## src/rtl/opbomp_pkg.sv

```systemverilog
`default_nettype none
// +-----------------------------------------------------------------------+
// | opbomp_pkg : shared types and default dimensions for the OPBOMP sched  |
// | Rev 1.0                                                               |
// +-----------------------------------------------------------------------+
package opbomp_pkg;

    typedef enum logic [1:0] {
        ST_IDLE  = 2'd0,
        ST_ISSUE = 2'd1,
        ST_WAIT  = 2'd2,
        ST_DONE  = 2'd3
    } state_t;

    localparam int c_n              = 24;
    localparam int c_data_width     = 16;
    localparam int c_size_blocks    = 3;
    localparam int c_num_blocks     = 32;
    localparam int c_log_num_blocks = $clog2(c_num_blocks);
    localparam int c_metric_width   = 40;
    localparam int c_timeout        = 64;

    // Decision word layout: block index in the MSBs, sign bits in the LSBs.
    localparam int c_sign_lsb  = 0;
    localparam int c_idx_lsb   = c_size_blocks;
    localparam int c_out_width = c_log_num_blocks + c_size_blocks;

endpackage
`default_nettype wire

```

## src/rtl/opbomp_sched_if.sv

```systemverilog
`default_nettype none
// +-----------------------------------------------------------------------+
// | opbomp_sched_if : frame input, correlator and decision-output bundle  |
// | Rev 1.0                                                               |
// +-----------------------------------------------------------------------+
interface opbomp_sched_if import opbomp_pkg::*; #(
    parameter int N              = c_n,
    parameter int DATA_WIDTH     = c_data_width,
    parameter int SIZE_BLOCKS    = c_size_blocks,
    parameter int NUM_BLOCKS     = c_num_blocks,
    parameter int LOG_NUM_BLOCKS = $clog2(NUM_BLOCKS),
    parameter int METRIC_WIDTH   = c_metric_width
) ();

    logic                                  in_valid;
    logic                                  in_ready;
    logic [N*DATA_WIDTH-1:0]               x_in;
    logic                                  corr_req_valid;
    logic [LOG_NUM_BLOCKS-1:0]             corr_block_idx;
    logic [N*DATA_WIDTH-1:0]               corr_x;
    logic                                  corr_rsp_valid;
    logic [METRIC_WIDTH-1:0]               corr_metric;
    logic [SIZE_BLOCKS-1:0]                corr_signs;
    logic                                  out_valid;
    logic                                  out_ready;
    logic [LOG_NUM_BLOCKS+SIZE_BLOCKS-1:0] output_bits;
    logic                                  err_timeout;

    // master = the scheduler, slave = source/correlator/sink environment
    modport master (
        input  in_valid, x_in, corr_rsp_valid, corr_metric, corr_signs, out_ready,
        output in_ready, corr_req_valid, corr_block_idx, corr_x, out_valid,
               output_bits, err_timeout
    );

    modport slave (
        output in_valid, x_in, corr_rsp_valid, corr_metric, corr_signs, out_ready,
        input  in_ready, corr_req_valid, corr_block_idx, corr_x, out_valid,
               output_bits, err_timeout
    );

endinterface
`default_nettype wire

```

## src/rtl/opbomp_argmax.sv

```systemverilog
`default_nettype none
// +-----------------------------------------------------------------------+
// | opbomp_argmax : running best-metric / index / sign-word tracker       |
// | Rev 1.0                                                               |
// +-----------------------------------------------------------------------+
module opbomp_argmax import opbomp_pkg::*; #(
    parameter int SIZE_BLOCKS    = c_size_blocks,
    parameter int LOG_NUM_BLOCKS = c_log_num_blocks,
    parameter int METRIC_WIDTH   = c_metric_width
) (
    input  logic                                  clk,
    input  logic                                  rst_n,
    input  logic                                  clear,
    input  logic                                  update,
    input  logic                                  first,
    input  logic [LOG_NUM_BLOCKS-1:0]             idx,
    input  logic [METRIC_WIDTH-1:0]               metric,
    input  logic [SIZE_BLOCKS-1:0]                signs,
    output logic [LOG_NUM_BLOCKS+SIZE_BLOCKS-1:0] best_word
);

    logic [METRIC_WIDTH-1:0]   r_best_metric;
    logic [LOG_NUM_BLOCKS-1:0] r_best_idx;
    logic [SIZE_BLOCKS-1:0]    r_best_signs;
    logic                      w_take;

    // Strict compare so that ties keep the earlier (lower) block index.
    assign w_take = update && (first || (metric > r_best_metric));

    always_ff @(posedge clk or negedge rst_n) begin
        if (!rst_n) begin
            r_best_metric <= '0;
            r_best_idx    <= '0;
            r_best_signs  <= '0;
        end else if (clear) begin
            r_best_metric <= '0;
            r_best_idx    <= '0;
            r_best_signs  <= '0;
        end else if (w_take) begin
            r_best_metric <= metric;
            r_best_idx    <= idx;
            r_best_signs  <= signs;
        end
    end

    assign best_word = {r_best_idx, r_best_signs};

endmodule
`default_nettype wire

```

## src/rtl/opbomp_sched.sv

```systemverilog
`default_nettype none
// +-----------------------------------------------------------------------+
// | opbomp_sched : frame scheduler time-sharing one block correlator      |
// | Rev 1.0                                                               |
// +-----------------------------------------------------------------------+
module opbomp_sched import opbomp_pkg::*; #(
    parameter int N              = c_n,
    parameter int DATA_WIDTH     = c_data_width,
    parameter int SIZE_BLOCKS    = c_size_blocks,
    parameter int NUM_BLOCKS     = c_num_blocks,
    parameter int LOG_NUM_BLOCKS = $clog2(NUM_BLOCKS),
    parameter int METRIC_WIDTH   = c_metric_width,
    parameter int TIMEOUT        = c_timeout
) (
    input  logic              clk,
    input  logic              rst_n,
    opbomp_sched_if.master    bus
);

    localparam int c_timer_w = $clog2(TIMEOUT);
    localparam logic [c_timer_w-1:0]      c_timer_last = c_timer_w'(TIMEOUT - 1);
    localparam logic [LOG_NUM_BLOCKS-1:0] c_idx_last   = LOG_NUM_BLOCKS'(NUM_BLOCKS - 1);

    state_t                                r_state;
    logic [LOG_NUM_BLOCKS-1:0]             r_idx;
    logic [c_timer_w-1:0]                  r_timer;
    logic [N*DATA_WIDTH-1:0]               r_x;
    logic                                  r_in_ready;
    logic                                  r_req;
    logic                                  r_out_valid;
    logic                                  r_err;

    logic                                  w_accept;
    logic                                  w_rsp;
    logic                                  w_expire;
    logic                                  w_advance;
    logic                                  w_last;
    logic [c_timer_w-1:0]                  w_timer_nxt;
    logic [LOG_NUM_BLOCKS+SIZE_BLOCKS-1:0] w_best_word;

    assign w_accept    = (r_state == ST_IDLE) && r_in_ready && bus.in_valid;
    assign w_rsp       = (r_state == ST_WAIT) && bus.corr_rsp_valid;
    assign w_timer_nxt = r_timer + c_timer_w'(1);
    // The request cycle plus WAIT cycles add up to TIMEOUT before giving up.
    assign w_expire    = (r_state == ST_WAIT) && !bus.corr_rsp_valid &&
                         (w_timer_nxt == c_timer_last);
    assign w_advance   = w_rsp || w_expire;
    assign w_last      = (r_idx == c_idx_last);

    always_ff @(posedge clk or negedge rst_n) begin
        if (!rst_n) begin
            r_state     <= ST_IDLE;
            r_idx       <= '0;
            r_timer     <= '0;
            r_x         <= '0;
            r_in_ready  <= 1'b0;
            r_req       <= 1'b0;
            r_out_valid <= 1'b0;
            r_err       <= 1'b0;
        end else begin
            case (r_state)
                ST_IDLE: begin
                    r_in_ready <= 1'b1;
                    if (w_accept) begin
                        r_x        <= bus.x_in;
                        r_idx      <= '0;
                        r_in_ready <= 1'b0;
                        r_req      <= 1'b1;
                        r_state    <= ST_ISSUE;
                    end
                end
                ST_ISSUE: begin
                    r_req   <= 1'b0;
                    r_timer <= '0;
                    r_state <= ST_WAIT;
                end
                ST_WAIT: begin
                    if (w_advance) begin
                        if (w_expire) begin
                            r_err <= 1'b1;
                        end
                        if (w_last) begin
                            r_out_valid <= 1'b1;
                            r_state     <= ST_DONE;
                        end else begin
                            r_idx   <= r_idx + LOG_NUM_BLOCKS'(1);
                            r_req   <= 1'b1;
                            r_state <= ST_ISSUE;
                        end
                    end else begin
                        r_timer <= w_timer_nxt;
                    end
                end
                ST_DONE: begin
                    if (bus.out_ready) begin
                        r_out_valid <= 1'b0;
                        r_in_ready  <= 1'b1;
                        r_state     <= ST_IDLE;
                    end
                end
                default: begin
                    r_state <= ST_IDLE;
                end
            endcase
        end
    end

    opbomp_argmax #(
        .SIZE_BLOCKS    (SIZE_BLOCKS),
        .LOG_NUM_BLOCKS (LOG_NUM_BLOCKS),
        .METRIC_WIDTH   (METRIC_WIDTH)
    ) u_argmax (
        .clk       (clk),
        .rst_n     (rst_n),
        .clear     (w_accept),
        .update    (w_rsp),
        .first     (r_idx == '0),
        .idx       (r_idx),
        .metric    (bus.corr_metric),
        .signs     (bus.corr_signs),
        .best_word (w_best_word)
    );

    assign bus.in_ready       = r_in_ready;
    assign bus.corr_req_valid = r_req;
    assign bus.corr_block_idx = r_idx;
    assign bus.corr_x         = r_x;
    assign bus.out_valid      = r_out_valid;
    assign bus.output_bits    = r_out_valid ? w_best_word : '0;
    assign bus.err_timeout    = r_err;

endmodule
`default_nettype wire

```

## src/flat_wrapper.sv

```systemverilog
// flat-port wrapper written by rule: the top's interface ports become plain ports
module opbomp_sched_flat import opbomp_pkg::*;
#(
    parameter int N              = c_n,
    parameter int DATA_WIDTH     = c_data_width,
    parameter int SIZE_BLOCKS    = c_size_blocks,
    parameter int NUM_BLOCKS     = c_num_blocks,
    parameter int LOG_NUM_BLOCKS = $clog2(NUM_BLOCKS),
    parameter int METRIC_WIDTH   = c_metric_width,
    parameter int TIMEOUT        = c_timeout
)
  (clk, rst_n, bus_in_valid, bus_x_in, bus_corr_rsp_valid, bus_corr_metric, bus_corr_signs, bus_out_ready, bus_in_ready, bus_corr_req_valid, bus_corr_block_idx, bus_corr_x, bus_out_valid, bus_output_bits, bus_err_timeout);
  opbomp_sched_if #(.N(N), .DATA_WIDTH(DATA_WIDTH), .SIZE_BLOCKS(SIZE_BLOCKS), .NUM_BLOCKS(NUM_BLOCKS), .LOG_NUM_BLOCKS(LOG_NUM_BLOCKS), .METRIC_WIDTH(METRIC_WIDTH)) bus_i ();
  input  logic clk;
  input  logic rst_n;
  input wire logic [$bits(bus_i.in_valid)-1:0] bus_in_valid;
  input wire logic [$bits(bus_i.x_in)-1:0] bus_x_in;
  input wire logic [$bits(bus_i.corr_rsp_valid)-1:0] bus_corr_rsp_valid;
  input wire logic [$bits(bus_i.corr_metric)-1:0] bus_corr_metric;
  input wire logic [$bits(bus_i.corr_signs)-1:0] bus_corr_signs;
  input wire logic [$bits(bus_i.out_ready)-1:0] bus_out_ready;
  output wire logic [$bits(bus_i.in_ready)-1:0] bus_in_ready;
  output wire logic [$bits(bus_i.corr_req_valid)-1:0] bus_corr_req_valid;
  output wire logic [$bits(bus_i.corr_block_idx)-1:0] bus_corr_block_idx;
  output wire logic [$bits(bus_i.corr_x)-1:0] bus_corr_x;
  output wire logic [$bits(bus_i.out_valid)-1:0] bus_out_valid;
  output wire logic [$bits(bus_i.output_bits)-1:0] bus_output_bits;
  output wire logic [$bits(bus_i.err_timeout)-1:0] bus_err_timeout;
  assign bus_i.in_valid = bus_in_valid;
  assign bus_i.x_in = bus_x_in;
  assign bus_i.corr_rsp_valid = bus_corr_rsp_valid;
  assign bus_i.corr_metric = bus_corr_metric;
  assign bus_i.corr_signs = bus_corr_signs;
  assign bus_i.out_ready = bus_out_ready;
  assign bus_in_ready = bus_i.in_ready;
  assign bus_corr_req_valid = bus_i.corr_req_valid;
  assign bus_corr_block_idx = bus_i.corr_block_idx;
  assign bus_corr_x = bus_i.corr_x;
  assign bus_out_valid = bus_i.out_valid;
  assign bus_output_bits = bus_i.output_bits;
  assign bus_err_timeout = bus_i.err_timeout;
  opbomp_sched #(.N(N), .DATA_WIDTH(DATA_WIDTH), .SIZE_BLOCKS(SIZE_BLOCKS), .NUM_BLOCKS(NUM_BLOCKS), .LOG_NUM_BLOCKS(LOG_NUM_BLOCKS), .METRIC_WIDTH(METRIC_WIDTH), .TIMEOUT(TIMEOUT)) u_core (.clk(clk), .rst_n(rst_n), .bus(bus_i));
endmodule
```

## config.mk

```make
export PLATFORM = sky130hd
export DESIGN_NAME = opbomp_sched_flat
export DESIGN_NICKNAME = d
export VERILOG_FILES = /design/src/rtl/opbomp_pkg.sv /design/src/rtl/opbomp_sched_if.sv /design/src/rtl/opbomp_argmax.sv /design/src/rtl/opbomp_sched.sv /design/src/flat_wrapper.sv
export SDC_FILE = /design/constraint.sdc
export NUM_CORES = 1
export LEC_CHECK = 0
export BUFFER_PORTS_ARGS = -buffer_cell sky130_fd_sc_hd__buf_2
export CAP_MARGIN = 20
export CORE_AREA = 8 8 315 317
export CTS_CLUSTER_DIAMETER = 120
export DETAILED_ROUTE_END_ITERATION = 12
export DIE_AREA = 0 0 323 325
export PLACE_DENSITY = 0.42
export REMOVE_ABC_BUFFERS = 1
export SYNTH_ARGS = -nofsm -noshare
export SYNTH_HDL_FRONTEND = slang
export SYNTH_SLANG_ARGS = --single-unit
```

## constraint.sdc

```tcl
create_clock -name clk -period 2.05 [get_ports clk]
set_input_delay 0.1025 -clock clk [delete_from_list [all_inputs] [get_ports clk]]
set_output_delay 0.1025 -clock clk [all_outputs]
set_load 0.005 [all_outputs]
```

==> results of run 1 <==
cell usage in the layout, fill, tap and decap left out, types with 3 or more instances in the layout:
cell | Yosys | routed
dlygate4sd3_1 | 0 | 431
mux2i_1 | 5 | 5
nor2_1 | 11 | 11
inv_6 | 0 | 3
o21ai_0 | 15 | 15
a21oi_1 | 20 | 19
buf_4 | 1 | 105
nor3_2 | 1 | 3
inv_1 | 48 | 45
nand4_1 | 10 | 10
ha_4 | 0 | 6
and2_1 | 9 | 9
buf_12 | 0 | 35
inv_2 | 1 | 4
nand3_1 | 59 | 59
dfrtp_1 | 449 | 447
nand2_1 | 1181 | 1179
o2bb2ai_2 | 40 | 41
clkbuf_16 | 0 | 59
bufinv_16 | 0 | 4
ha_1 | 45 | 39
diode_2 | 0 | 7
clkbuf_1 | 96 | 8
clkbuf_8 | 0 | 21
buf_2 | 5 | 831
sequential cells by signal (all words and copies together), names as in the netlist:
| register | cells |
|---|---|
| u_core.bus.corr_x | 384 |
| u_core.u_argmax.r_best_metric | 40 |
| u_core.r_timer | 6 |
| u_core.bus.corr_block_idx | 5 |
| u_core.u_argmax.r_best_idx | 5 |
| u_core.u_argmax.r_best_signs | 3 |
| u_core.r_state | 2 |
| u_core.bus.corr_req_valid | 1 |
| u_core.bus.err_timeout | 1 |
| u_core.bus.in_ready | 1 |
| u_core.bus.out_valid | 1 |
final timing paths:
check	from	endpoint	slack, ns
worst max-delay path	u_core.u_argmax.r_best_metric[32]$_DFFE_PN0P_	u_core.u_argmax.r_best_metric[17]$_DFFE_PN0P_	-0.43
worst min-delay path	rst_n	u_core.bus.corr_x[197]$_DFFE_PN0P_	0.14
worst max register to register	u_core.u_argmax.r_best_metric[32]$_DFFE_PN0P_	u_core.u_argmax.r_best_metric[17]$_DFFE_PN0P_	-0.43
worst min register to register	u_core.bus.corr_x[182]$_DFFE_PN0P_	u_core.bus.corr_x[182]$_DFFE_PN0P_	0.46
max in group asynchronous	rst_n	u_core.r_timer[0]$_DFFE_PN0P_	1.38
min in group clk	bus_x_in[29]	u_core.bus.corr_x[29]$_DFFE_PN0P_	0.20
layer usage:
layer	GRT usage [%]	routed length [um]	vias to the layer above
met1	17.0	32100	8726
met4	6.27	3520	2
met5	0	10	-
met3	3.72	5200	160
li1	-	-	9157
met2	26.0	40100	545
cells in the mapped netlist (3+ instances only):
cell type  number
nand2_1      1181
dfrtp_1       449
clkbuf_1       96
nand3_1        59
inv_1          48
ha_1           45
o2bb2ai_2      40
a21oi_1        20
o21ai_0        15
nor2_1         11
nand4_1        10
and2_1          9
buf_2           5
mux2i_1         5
buf_8           4
nor3_1          4
a21o_1          3
and3_1          3
o31ai_1         3
xnor2_1         3
power breakdown:
part	switching (uW)	internal (uW)	leakage (uW)
combinational	9070	7270	0.0105
clock	4010	6320	0.000947
sequential	2010	12800	0.00564
total	15100	26400	0.0171
worst max-delay path: stages, from the launching register on:
cell	delay, ns
dfrtp_1	0.34
inv_1	0.05
ha_1	0.28
nand4_1	0.26
nor3_2	0.07
a22o_1	0.22
a2111oi_2	0.21
buf_4	0.19
a31oi_4	0.10
a21o_4	0.26
buf_12	0.17
buf_12	0.13
o2bb2ai_2	0.10
per-stage QoR:
step                      instance area, um2  setup WS, ns
after floorplan                        18100        -18.37
final                                  32000        -0.435
after CTS                              31900        -0.403
after global routing                   32000        -0.574
after detailed placement               25200        -0.526
after global placement                 25200        -0.480
timing repair:
item | 4_1_cts | 5_1_grt
setup endpoints to repair | 48 | 57
pin swaps | 9 | 0
hold buffers | 432 | 0
gates cloned | 5 | 2
buffers inserted | 9 | 5
resized for setup | 24 | 13
hold endpoints to repair | 882 | 0
logic make-up after synthesis:
family	Yosys count
multiplexers	5
AO/OA/AOI/OAI	103
AND/OR/NAND/NOR	1287
XOR/XNOR	5
adder cells (fa/ha/maj)	45
flip-flops	449
buffers and inverters	158
cell type report:
cell class                 count  area [um2]
fill                        9933       62200
sequential                   449       11200
timing repair buffer        1410       10100
multi-input combinational   1445        6880
clock buffer                  86        1750
tap                         1265        1580
clock inverter                11         186
inverter                      49         184
antenna                        7        17.5
==> results.sh, run 1 <==
export IMPL_ys_ff_latch=449
export IMPL_portBuffers=832
export IMPL_fin_tns_setup_ns=-17.23
export IMPL_ant_nets=0
export IMPL_hold_ws_ns=0.139
export IMPL_r2r_cells=12
export IMPL_core_area_um2=94200
export IMPL_fmax_mhz=402
export IMPL_drc=0
export IMPL_power_density_nw_per_um2=1300
export IMPL_final_nets=3887
export IMPL_place_detailed_hpwl_um=59700
export IMPL_gr_total_overflow=0
export IMPL_clk_path_buf_depth=3
export IMPL_layout_min_cycle_time_ns=2.48
export IMPL_routedWlPerCell_um=17.1
export IMPL_io_pin_count=833
export IMPL_worst_slew_pin_slew_ns=0.517
export IMPL_fin_util_pct=34.0
export IMPL_ys_seq_area_share_pct=60.4
export IMPL_post_route_period_util_pct=121
export IMPL_slew_violations=0
export IMPL_peakVddDrop_v=0.000688
export IMPL_netlist_area_um2=18600
export IMPL_die_x_um=323
export IMPL_grt_pass1_vias=20100
export IMPL_critPathMaxFanout=11
export IMPL_clkTransAtPathRegs_ns=0.06
export IMPL_dp_cells=4167
export IMPL_antenna_found_initial=9
export IMPL_die_h_um=325
export IMPL_routed_via_density=3.94
export IMPL_synth_area_leaders="dfrtp_1 (60%), nand2_1 (24%), o2bb2ai_2 (3.2%)"
export IMPL_syn_inst=2052
export IMPL_finalPower_uw=41500
export IMPL_synth_top_cell_by_area="dfrtp_1"
export IMPL_min_path_type="in -> async"
export IMPL_synthXorXnorAreaFrac_pct=0.235
export IMPL_synth_compound_area_share_pct=5.50
export IMPL_ys_async_sr_fraction_pct=100
export IMPL_synth_cell_types=52
export IMPL_clock_sinks=449
export IMPL_drt_iter0_markers=893
export IMPL_setup_ws_ns=-0.435
export IMPL_grt_max_degree=86
export IMPL_gp_congestion=0.818
export IMPL_criticalPathCategory="reg -> reg"
export IMPL_vias=18600
export IMPL_cp_data_arrival_time_ns=3.00
export IMPL_synth_top_family_by_area="simple AND/OR/NAND/NOR gates"
export IMPL_rsz0062_at_grt="true"
export IMPL_placementRows=113
export IMPL_dieArea_um2=105000
export IMPL_clk_latency_ns=0.63
export IMPL_synth_adder_area_share_pct=3.03
export IMPL_final_layout_size_suffix_gt1_share_pct=33.1
export IMPL_maxCapViolations=0
export IMPL_ys_flop_type="dfrtp_1"
export IMPL_syn_to_final_growth_pct=71.9
export IMPL_crit_path_end_kind="register"
export IMPL_status="complete, but fails checks"
export IMPL_stdcell_count=4722
export IMPL_grt_pass1_wl_um=122000
export IMPL_cts_tree="built"
export IMPL_root_buffer="clkbuf_16"
export IMPL_start_util_pct=19.8
export IMPL_grt_use_total_pct=14.8
export IMPL_hold_viol_final=0
export IMPL_setup_viol=48
export IMPL_required_ns=2.57
export IMPL_cts_made_buffers=55
export IMPL_htree_levels=2
export IMPL_fin_skew_ns=0.0186
export IMPL_power_leakage_uw=0.0171
export IMPL_start_kind="register"
export IMPL_synth_warnings=0
export IMPL_syn_area_per_cell_um2=9.07
export IMPL_synth_edf_count=0
export IMPL_relSlewSlack_pct=65.5
export IMPL_drtPass1Iterations=7
export IMPL_routed_wl_um=80900
export IMPL_synth_top_area_share_pct=60.4
export IMPL_yosys_area_share_simple_pct=27.0
export IMPL_muxShareOfSynthArea_pct=0.269
export IMPL_violations="setup timing"
Power figures use the tool's default switching activity.
==> run 2, diff against run 1 <==
--- a/config.mk
+++ b/config.mk
@@ -5,7 +5,7 @@
 export SDC_FILE = /design/constraint.sdc
 export NUM_CORES = 1
 export LEC_CHECK = 0
-export BUFFER_PORTS_ARGS = -buffer_cell sky130_fd_sc_hd__buf_2
+export BUFFER_PORTS_ARGS = -buffer_cell sky130_fd_sc_hd__buf_4
 export CAP_MARGIN = 20
 export CORE_AREA = 8 8 315 317
 export CTS_CLUSTER_DIAMETER = 120
==> run 2 against run 1 <==
Sequential share of layout area down 1.9 points. Total power is 4.2% higher. Largest power group unchanged. Global-route usage is 0.27 points higher. Worst hold slack got worse by 0.0091 ns. Flip-flop and latch count unchanged. Clock skew fell by 0.00099 ns. Fmax increased by 0.72%. Cell count fell by 0.17%. First-iteration DRC count fell by 1.6%. The run still ends with setup timing left.
==> results.sh, run 2 (synthesis gave the netlist of run 1 again) <==
export IMPL_root_buffer="clkbuf_16"
export IMPL_slew_violations=0
export IMPL_dp_cells=4169
export IMPL_cp_data_arrival_time_ns=2.97
export IMPL_cp_slowest_cell="dfrtp_1"
export IMPL_cts_made_buffers=56
export IMPL_die_h_um=325
export IMPL_routedWlPerCell_um=17.6
export IMPL_drc=0
export IMPL_dieArea_um2=105000
export IMPL_crit_path_end_kind="register"
export IMPL_max_stage_delay_ns=0.34
export IMPL_routed_wl_um=83100
export IMPL_htree_levels=2
export IMPL_power_density_nw_per_um2=1280
export IMPL_fin_skew_ns=0.0176
export IMPL_ant_nets=0
export IMPL_min_path_type="in -> reg"
export IMPL_fillers=9764
export IMPL_peakVddDrop_v=0.000663
export IMPL_vias=18600
export IMPL_setup_viol=48
export IMPL_placementRows=113
export IMPL_clk_path_buf_depth=3
export IMPL_grt_pass1_vias=19900
export IMPL_relSlewSlack_pct=70.5
export IMPL_final_nets=3883
export IMPL_critPathMaxFanout=4
export IMPL_fin_util_pct=35.9
export IMPL_start_util_pct=19.8
export IMPL_antenna_found_initial=3
export IMPL_worst_slew_pin_slew_ns=0.439
export IMPL_hold_viol_final=0
export IMPL_grt_use_total_pct=15.1
export IMPL_cp_startpoint="u_core.u_argmax.r_best_metric[32]$_DFFE_PN0P_"
export IMPL_routed_via_density=3.94
export IMPL_violations="setup timing"
export IMPL_layout_min_cycle_time_ns=2.47
export IMPL_required_ns=2.55
export IMPL_gr_total_overflow=0
export IMPL_start_kind="register"
export IMPL_criticalPathCategory="reg -> reg"
export IMPL_portBuffers=832
export IMPL_final_common_cell="nand2_1"
export IMPL_die_x_um=323
export IMPL_rsz0062_at_grt="true"
export IMPL_cts_tree="built"
export IMPL_post_route_period_util_pct=120
export IMPL_largest_reg_flops=384
export IMPL_power_leakage_uw=0.0176
export IMPL_fmax_mhz=405
export IMPL_clk_latency_ns=0.62
export IMPL_drtPass1Iterations=5
export IMPL_syn_to_final_growth_pct=81.9
export IMPL_path_delay_family="compound AO/OA/AOI/OAI gates"
export IMPL_crit_top_cell="buf_4"
export IMPL_io_pin_count=833
export IMPL_status="complete, but fails checks"
export IMPL_place_detailed_hpwl_um=62800
export IMPL_cp_num_buf_inv=5
export IMPL_setup_ws_ns=-0.417
export IMPL_core_area_um2=94200
export IMPL_maxCapViolations=0
export IMPL_rr_startpoint="u_core.u_argmax.r_best_metric[32]$_DFFE_PN0P_"
export IMPL_stdcell_count=4714
export IMPL_gp_congestion=0.828
export IMPL_final_layout_size_suffix_gt1_share_pct=32.9
export IMPL_clock_sinks=449
export IMPL_final_cell_mix="nand2_1 (1176), buf_4 (932), dfrtp_1 (447)"
export IMPL_cp_cell_sequence="inv_1, ha_1, nand4_1, buf_4, nor3_2, a22o_1, a2111oi_2, buf_4, a31oi_4, a21o_4, buf_12, clkbuf_16, o2bb2ai_2"
export IMPL_hold_start="bus_in_valid"
export IMPL_clkTransAtPathRegs_ns=0.06
export IMPL_drt_iter0_markers=879
export IMPL_grt_max_degree=60
export IMPL_grt_pass1_wl_um=124000
==> run 2: cell types whose count changed in the layout (fill, tap and decap cells not counted), sizes merged <==
cell	before	now
clkinv	1	8
buf	976	971
bufbuf	1	0
inv	53	52
diode	7	2
clkinvlp	2	1
clkbuf	88	89
bufinv	4	1
==> run 2: cell type report <==
cell class / count / area [um2] / area share [%]
timing repair buffer: 1405 / 12200 / 35.9
multi-input combinational: 1445 / 6920 / 20.5
sequential: 449 / 11200 / 33.2
clock buffer: 86 / 1620 / 4.80
tap: 1265 / 1580 / 4.68
inverter: 49 / 184 / 0.544
antenna: 2 / 5.00 / 0.0148
clock inverter: 13 / 120 / 0.355
==> run 2: timing repair <==
| action | in CTS | in global routing |
|---|---|---|
| resized for setup | 26 | 14 |
| hold endpoints to repair | 883 | 0 |
| buffers inserted | 6 | 1 |
| pin swaps | 10 | 4 |
| setup endpoints to repair | 48 | 50 |
| hold buffers | 431 | 0 |
| cloned | 2 | 3 |
==> run 2: path summary, 6_finish.rpt <==
kind / slack, ns / cells after the start / to
max: -0.42 / 13 / u_core.u_argmax.r_best_metric[1]$_DFFE_PN0P_
min: 0.13 / 5 / u_core.bus.in_ready$_DFFE_PN0P_
max reg2reg: -0.42 / 13 / u_core.u_argmax.r_best_metric[1]$_DFFE_PN0P_
min reg2reg: 0.47 / 2 / u_core.bus.corr_x[355]$_DFFE_PN0P_
max in group asynchronous: 0.93 / 4 / u_core.u_argmax.r_best_metric[31]$_DFFE_PN0P_
min in group asynchronous: 0.24 / 3 / u_core.u_argmax.r_best_metric[12]$_DFFE_PN0P_
==> run 2: worst reg2reg max path, stage by stage, from the launching register on <==
cell and delay, ns:
dfrtp_1 0.34, inv_1 0.04, ha_1 0.26, nand4_1 0.18, buf_4 0.16, nor3_2 0.04, a22o_1 0.21, a2111oi_2 0.19
buf_4 0.18, a31oi_4 0.09, a21o_4 0.25, buf_12 0.14, clkbuf_16 0.15, o2bb2ai_2 0.11
==> run 2: metrics by stage <==
stage	area [um2]	setup TNS, ns	power (uW)	setup slack [ns]	hold WS (ns)
detailed placement	27400	-19.18	33100	-0.499	0.0320
finish	33800	-16.51	43200	-0.417	0.130
global route	33800	-21.71	46500	-0.506	0.125
CTS	33600	-14.97	44000	-0.331	0.0896
global placement	27400	-19.17	33000	-0.450	0.0293
floorplan	18100	-7272.37	18800	-18.37	-0.193
==> run 2: report_power, final <==
part | switching (uW) | total, uW | internal, uW
logic | 9270 | 18600 | 9360
registers | 2190 | 15000 | 12800
clock network | 4020 | 9580 | 5550
==> run 2: per-layer routing <==
| metal | routed length, um | track usage [%] |
|---|---|---|
| met2 | 42400 | 27.2 |
| met4 | 3190 | 5.78 |
| met1 | 32400 | 17.1 |
| met5 | 0 | 0 |
| met3 | 5120 | 3.53 |
==> run 3, diff against run 2 <==
--- a/config.mk
+++ b/config.mk
@@ -5,13 +5,14 @@
 export SDC_FILE = /design/constraint.sdc
 export NUM_CORES = 1
 export LEC_CHECK = 0
-export BUFFER_PORTS_ARGS = -buffer_cell sky130_fd_sc_hd__buf_4
 export CAP_MARGIN = 20
-export CORE_AREA = 8 8 315 317
+export CORE_AREA = 8 8 319 321
 export CTS_CLUSTER_DIAMETER = 120
 export DETAILED_ROUTE_END_ITERATION = 12
-export DIE_AREA = 0 0 323 325
-export PLACE_DENSITY = 0.42
+export DIE_AREA = 0 0 327 329
+export DONT_BUFFER_PORTS = 1
+export GPL_ROUTABILITY_DRIVEN = 0
+export PLACE_DENSITY = 0.33
 export REMOVE_ABC_BUFFERS = 1
 export SYNTH_ARGS = -nofsm -noshare
 export SYNTH_HDL_FRONTEND = slang
==> run 3 against run 2 <==
The flow finishes with violations (hold timing, setup timing). Register-to-register slack got worse by 0.07 ns. Clock skew rose by 0.0024 ns. Setup slack worse by 0.068 ns. Cell count down 18%. Combinational power is 44% lower. Core utilization fell by 7.9 points. Fmax decreased by 2.7%. Clock power is 2.6% higher. Global-route usage is 1.8 points lower. Critical path type unchanged. Wire length fell by 9.4%.
==> results.sh, run 3 (synthesis gave the netlist of run 1 again) <==
export IMPL_grt_pass1_vias=16900
export IMPL_clock_sinks=449
export IMPL_drt_iter0_markers=821
export IMPL_vias=15600
export IMPL_grt_use_total_pct=13.3
export IMPL_rsz0062_at_grt="true"
export IMPL_post_place_ws_ns=-0.532
export IMPL_power_density_nw_per_um2=1370
export IMPL_setup_ws_ns=-0.485
export IMPL_multiInputGateArea_um2=7070
export IMPL_die_h_um=329
export IMPL_r2r_end="u_core.u_argmax.r_best_metric[21]$_DFFE_PN0P_"
export IMPL_routed_wl_um=75300
export IMPL_setup_viol=48
export IMPL_relSlewSlack_pct=32.1
export IMPL_fmax_mhz=395
export IMPL_seqCellArea_um2=11200
export IMPL_antenna_found_initial=3
export IMPL_worst_slew_pin_slew_ns=1.02
export IMPL_final_nets=3001
export IMPL_grt_max_degree=450
export IMPL_portBuffers=0
export IMPL_start_kind="register"
export IMPL_cts_made_buffers=56
export IMPL_min_path_type="in -> async"
export IMPL_fillers=10200
export IMPL_clk_latency_ns=0.62
export IMPL_final_common_cell="nand2_1"
export IMPL_critPathMaxFanout=5
export IMPL_clk_path_buf_depth=3
export IMPL_root_buffer="clkbuf_16"
export IMPL_routedWlPerCell_um=19.5
export IMPL_cp_startpoint="u_core.u_argmax.r_best_metric[30]$_DFFE_PN0P_"
export IMPL_drtPass1Iterations=6
export IMPL_final_area_um2=27200
export IMPL_placementRows=115
export IMPL_ant_nets=0
export IMPL_peakVddDrop_v=0.000670
export IMPL_hold_viol_final=449
export IMPL_finalPower_uw=37300
export IMPL_layout_min_cycle_time_ns=2.53
export IMPL_final_layout_size_suffix_gt1_share_pct=9.70
export IMPL_maxCapViolations=0
export IMPL_fin_tns_setup_ns=-19.35
export IMPL_cp_data_arrival_time_ns=3.05
export IMPL_endpoint="u_core.u_argmax.r_best_metric[21]$_DFFE_PN0P_"
export IMPL_gr_total_overflow=0
export IMPL_clkTransAtPathRegs_ns=0.06
export IMPL_criticalPathCategory="reg -> reg"
export IMPL_die_x_um=327
export IMPL_rr_startpoint="u_core.u_argmax.r_best_metric[30]$_DFFE_PN0P_"
export IMPL_fin_skew_ns=0.0200
export IMPL_status="complete, but fails checks"
export IMPL_hold_ws_ns=-0.818
export IMPL_ff2ff_setup_slack_ns=-0.48
export IMPL_place_detailed_hpwl_um=54400
export IMPL_slew_violations=0
export IMPL_fin_util_pct=28.0
export IMPL_io_pin_count=833
export IMPL_routed_via_density=4.04
export IMPL_final_cell_mix="nand2_1 (1180), dfrtp_1 (447), dlygate4sd3_1 (436)"
export IMPL_post_route_period_util_pct=124
export IMPL_crit_path_end_kind="register"
export IMPL_largest_reg_flops=384
export IMPL_start_util_pct=19.2
export IMPL_required_ns=2.57
export IMPL_placed_area_um2=20600
export IMPL_syn_to_final_growth_pct=46.4
export IMPL_power_leakage_uw=0.0132
export IMPL_grt_pass1_wl_um=111000
export IMPL_violations="hold timing, setup timing"
export IMPL_cts_tree="built"
export IMPL_dieArea_um2=108000
export IMPL_htree_levels=2
export IMPL_r2r_cells=13
export IMPL_drc=0
export IMPL_core_area_um2=97100
## run 3: changes by cell type in the layout (fill, tap and decap cells not counted), moves of 4 or more
| cell | delta |
|---|---|
| buf_4 | -869 |
| buf_12 | -14 |
| clkinv_2 | +7 |
| o2bb2ai_4 | +7 |
| o2bb2ai_2 | -6 |
| clkbuf_1 | -5 |
| dlygate4sd3_1 | +5 |
| clkbuf_8 | -4 |
| nand2_1 | +4 |
| nand2_2 | -4 |
## run 3: worst min-delay path by stage
| stage | start | cells after the start | endpoint | slack, ns |
|---|---|---|---|---|
| after CTS | rst_n | 0 | u_core.u_argmax.r_best_signs[0]$_DFFE_PN0P_ | -0.90 |
| after floorplan | rst_n | 0 | u_core.bus.corr_block_idx[0]$_DFFE_PN0P_ | -0.19 |
| final | rst_n | 0 | u_core.bus.corr_x[6]$_DFFE_PN0P_ | -0.82 |
| after global routing | rst_n | 0 | u_core.bus.corr_x[6]$_DFFE_PN0P_ | -0.89 |
| after global placement | rst_n | 0 | u_core.bus.corr_x[159]$_DFFE_PN0P_ | -0.17 |
| after detailed placement | rst_n | 0 | u_core.bus.corr_x[159]$_DFFE_PN0P_ | -0.18 |
## run 3: layout make-up
type / instances / share of cell area (%)
Sequential cell: 449 / 41.3
Timing Repair Buffer: 523 / 19.5
Tap cell: 1287 / 5.91
Multi-Input combinational cell: 1445 / 26.0
Antenna cell: 3 / 0.0276
Clock buffer: 79 / 5.87
Clock inverter: 23 / 0.799
Inverter: 49 / 0.675
## run 3: metal layers
layer	part of all wire [%]	up-vias	GRT usage [%]
met2	51	556	23.7
met1	36	7518	14.1
met3	9.5	130	5.53
met4	3.3	0	4.43
met5	0	-	0
li1	-	7378	-
## run 3: metrics by stage
step,hold WS [ns],std cells
5_1_grt,-0.892,3858
3_5_place_dp,-0.176,3309
2_1_floorplan,-0.193,1943
3_3_place_gp,-0.170,3309
6_report,-0.818,3858
4_1_cts,-0.901,3848
## run 3: power breakdown
group	internal (uW)	total (uW)	switching [uW]
logic	4440	10500	6030
clock network	5800	9830	4030
registers	12900	17000	4110
total	23100	37300	14200
## run 3: worst max-delay path, cell delays in order, from the launching register on
cell and delay [ns]:
dfrtp_1 0.34, inv_1 0.05, ha_1 0.29, nand4_1 0.19, buf_4 0.16, nor3_4 0.03
a22o_1 0.25, a2111oi_4 0.19, buf_4 0.18, a31oi_4 0.08, a21o_4 0.26, buf_12 0.15
clkbuf_16 0.15, o2bb2ai_2 0.11
## run 3: what timing repair did
| item | in CTS | in global routing |
|---|---|---|
| pin swaps | 5 | 11 |
| resized for setup | 6 | 41 |
| gates cloned | 1 | 2 |
| setup buffers | 1 | 4 |
| hold buffers | 435 | 1 |
| endpoints found under the hold margin | 888 | 450 |
| endpoints found under the setup margin | 53 | 69 |
